===== config.mk =====
export PLATFORM = sky130hd
export DESIGN_NAME = reg_mem
export DESIGN_NICKNAME = d
export VERILOG_FILES = /design/src/rtl/reg_mem_pkg.sv /design/src/rtl/reg_mem_word.sv /design/src/rtl/reg_mem.sv
export SDC_FILE = /design/constraint.sdc
export NUM_CORES = 1
export LEC_CHECK = 0
export CAP_MARGIN = 20
export CORE_MARGIN = 2
export CORE_UTILIZATION = 67
export CTS_BUF_LIST = sky130_fd_sc_hd__clkbuf_8 sky130_fd_sc_hd__clkbuf_16
export DETAILED_ROUTE_END_ITERATION = 16
export PLACE_DENSITY = 0.85
export SYNTH_ARGS = -nofsm -noshare
export SYNTH_HDL_FRONTEND = slang
export SYNTH_HIERARCHICAL = 1
export SYNTH_SLANG_ARGS = --single-unit

===== constraint.sdc =====
create_clock -name clk -period 6.5 [get_ports clk]
set_clock_uncertainty 0.1 [all_clocks]
set_input_delay 1.3 -clock clk [delete_from_list [all_inputs] [get_ports clk]]
set_output_delay 1.3 -clock clk [all_outputs]
set_load 0.005 [all_outputs]

===== src/rtl/reg_mem_pkg.sv =====
// Shared constants and the depth helper for the reg_mem register-file slice.
package reg_mem_pkg;

  localparam int REG_MEM_DATA_WIDTH = 8;
  localparam int REG_MEM_ADDR_BITS  = 5;

  function automatic int reg_mem_depth(input int addr_bits);
    return 1 << addr_bits;
  endfunction

  localparam int REG_MEM_DEPTH = reg_mem_depth(REG_MEM_ADDR_BITS);

endpackage


===== src/rtl/reg_mem_word.sv =====
// One storage word: load-enabled register cleared asynchronously by rst_n.
module reg_mem_word
  import reg_mem_pkg::*;
#(
  parameter int DATA_WIDTH = REG_MEM_DATA_WIDTH
) (
  input  logic                  clk,
  input  logic                  rst_n,
  input  logic                  load,
  input  logic [DATA_WIDTH-1:0] d,
  output logic [DATA_WIDTH-1:0] q
);

  always_ff @(posedge clk or negedge rst_n) begin
    if (!rst_n) begin
      q <= '0;
    end else if (load) begin
      q <= d;
    end
  end

endmodule


===== src/rtl/reg_mem.sv =====
// Register-file memory: shared address, synchronous write, combinational read.
// Define REG_MEM_WR_BYPASS_EN for write-first forwarding of data_in to data_out.
module reg_mem
  import reg_mem_pkg::*;
#(
  parameter int DATA_WIDTH = REG_MEM_DATA_WIDTH,
  parameter int ADDR_BITS  = REG_MEM_ADDR_BITS
) (
  input  logic                  clk,
  input  logic                  rst_n,
  input  logic [ADDR_BITS-1:0]  addr,
  input  logic [DATA_WIDTH-1:0] data_in,
  input  logic                  wen,
  output logic [DATA_WIDTH-1:0] data_out
);

  localparam int DEPTH = reg_mem_depth(ADDR_BITS);

  logic [DEPTH-1:0]      wr_sel;
  logic [DATA_WIDTH-1:0] words [DEPTH];

  // One-hot write decode feeding each word's load enable.
  for (genvar i = 0; i < DEPTH; i++) begin : g_word
    assign wr_sel[i] = wen & (addr == ADDR_BITS'(i));

    reg_mem_word #(
      .DATA_WIDTH(DATA_WIDTH)
    ) u_word (
      .clk  (clk),
      .rst_n(rst_n),
      .load (wr_sel[i]),
      .d    (data_in),
      .q    (words[i])
    );
  end

  always_comb begin
`ifdef REG_MEM_WR_BYPASS_EN
    // The shared address means a write always targets the word being read.
    data_out = (rst_n && wen) ? data_in : words[addr];
`else
    data_out = words[addr];
`endif
  end

endmodule


==> results.cfg <==
[grt]
use_met2 = 0.490
grt_usage = 0.313
grt_pass1_vias = 7901
gr-total-overflow = 0
grt_pass1_wl_um = 48100
use_met3 = 0.0543
use_met1 = 0.451
antenna_found_initial = 0
grt_start_max_net_pins = 155
grt.busiest_layer = met2

[cts]
h-tree-depth = 1
tritoncts = yes
cts_resized = 0
hold_buffers = 0
clkTransAtPathRegs_ps = 60
post_cts_buffers = 0
clkLatencyLatePin_ps = 530
cts_root_buf = clkbuf_16
clock_path_buffers = 3
cts_inserted_buffers = 26
clock-sinks = 256

[worst_setup_path]
worstPathCellList = buf_2 > mux4_2 > mux4_2 > mux2_2 > clkdlybuf4s50_1
slowest_delay_ps = 800
cpMaxStageDelayCell = buf_2
r2r_start = g_word[9].u_word/q[7]
reg2regPathDepth = 1
crit_required_ps = 5100
crit_fanout = 46
startpoint_type = primary input
critPathKind = primary input to primary output
arrival_ps = 3960
crit_path_end_kind = primary output
reg2reg_slack_ps = 5580
cpMostUsedCell = mux4_2
worstSetupStartpoint = addr[2]

[die]
start_util = 0.689
core_um2 = 18800
num_rows = 50
dieArea_um2 = 20500
die_h_um = 143
io_pins = 24
die_w_um = 143

[route]
vias_per_cell = 6.73
vias = 7317
drtAntennaViolNets = 0
finalWirelength_um = 30500
drtIter0Drc = 646
wl_per_cell_um = 28.1
drcViolationCount = 0
dr.pass1.iters = 5

[sta]
fin_crit_sh = 0.825
fmax_mhz = 187
period_minus_slack_ps = 5360
hold_ws_ps = 409
finalSetupViolCount = 0
rsz0062_at_grt = false
finalSetupTns_ps = 0
worstMarginPinSlew_ps = 1160
setup_slack_ps = 1140
hold_viol_final = 0
slew_viol_final = 0
slew_headroom = 0.224

[logic_synthesis]
async_flop_share = 1.00
synth-edff-count = 0
syn-num-nets = 795
ys_types = 30
synth_seq_cells = 256
synthCells = 779
yosys_warnings = 6
netlist_area_um2 = 13000
synth_top_area_frac = 0.494
yosys.area.top_type = dfrtp_1
yosys-top-cells-area = dfrtp_1, mux2_4, mux4_2
seq_area_frac_synth = 0.494
ys.flop_type = dfrtp_1
syn_avg_cell_area_um2 = 16.7

[hold_path]
min_delay_path_depth = 1
min_from = g_word[31].u_word/q[1]
holdCritPathClass = flip-flop to flip-flop

[place]
gp_congestion = 0.879
io_buffers = 23
place_ws_ps = 1160
dp_hpwl_um = 18300

[final_layout]
top_register = g_word.u_word/q
area_delta_synth_final_pct = 10.3
drive_gt1_frac = 0.484
final_nets = 823
largestRegisters = g_word.u_word/q: 256 flops
antenna_cells = 0
final_cell_mix = mux2_4, dfrtp_1, mux4_2
fillCellCount = 1020
largest_register_ffs = 256

[run_status]
status = completed

[power_and_ir_drop]
finalPower_mw = 4.60
power_density_nw_per_um2 = 321
p_leak_nw = 6.50
vdd_drop_max_mv = 0.259

[run]
max_cap_viol_count = 0
## cell families after synthesis
kind of cell | share of synthesized area
DFF | 0.494
AOI/OAI and AO/OA | 0.0210
and+or+nand+nor | 0.0280
buffers and inverters | 0.0390
muxes | 0.418
## worst max-delay path: cells and delay by family
family | cells | cell delay, ps
buf+inv | 2 | 1250
mux | 3 | 1390
## layer usage
metal | wire length [um] | part of all wire
met1 | 12800 | 0.42
met2 | 14600 | 0.48
met3 | 2120 | 0.069
met4 | 1060 | 0.035
met5 | 0 | 0
## final cells by class
type / count / area (um2) / share of cell area
Clock inverter: 12 / 126 / 0.00883
Clock buffer: 36 / 800 / 0.0559
Sequential cell: 256 / 6410 / 0.448
Tap cell: 260 / 325 / 0.0227
Multi-Input combinational cell: 462 / 6070 / 0.424
Timing Repair Buffer: 61 / 579 / 0.0405
## cells in the mapped netlist, types with 5 or more instances
| cell | instances |
|---|---|
| mux2i_1 | 40 |
| buf_2 | 14 |
| nand3_1 | 5 |
| nand2b_1 | 7 |
| nand2_1 | 14 |
| clkbuf_1 | 8 |
| buf_6 | 32 |
| mux2_2 | 5 |
| dfrtp_1 | 256 |
| mux4_2 | 50 |
| o221ai_1 | 7 |
| nor3_1 | 8 |
| nor2_1 | 31 |
| buf_4 | 5 |
| mux2_4 | 256 |
## metrics by stage
stage / utilization / instances / area (um2)
6_report: 0.760 / 1087 / 14300
5_1_grt: 0.760 / 1087 / 14300
4_1_cts: 0.755 / 1078 / 14200
3_5_place_dp: 0.706 / 1030 / 13300
3_3_place_gp: 0.700 / 1020 / 13200
2_1_floorplan: - / 779 / 13000
## power by group
part / internal [mW] / switching (mW)
Combinational: 0.587 / 0.309
Clock: 0.970 / 0.620
Sequential: 1.91 / 0.207
Total: 3.46 / 1.14
## final timing paths
kind,to
min,g_word[31].u_word/q[1]
max in group asynchronous,g_word[27].u_word/q[7]
min reg2reg,g_word[31].u_word/q[1]
min in group asynchronous,g_word[13].u_word/q[1]
max reg2reg,g_word[9].u_word/q[7]
max,data_out[6]
No activity file was read; power rests on OpenSTA's default activity.
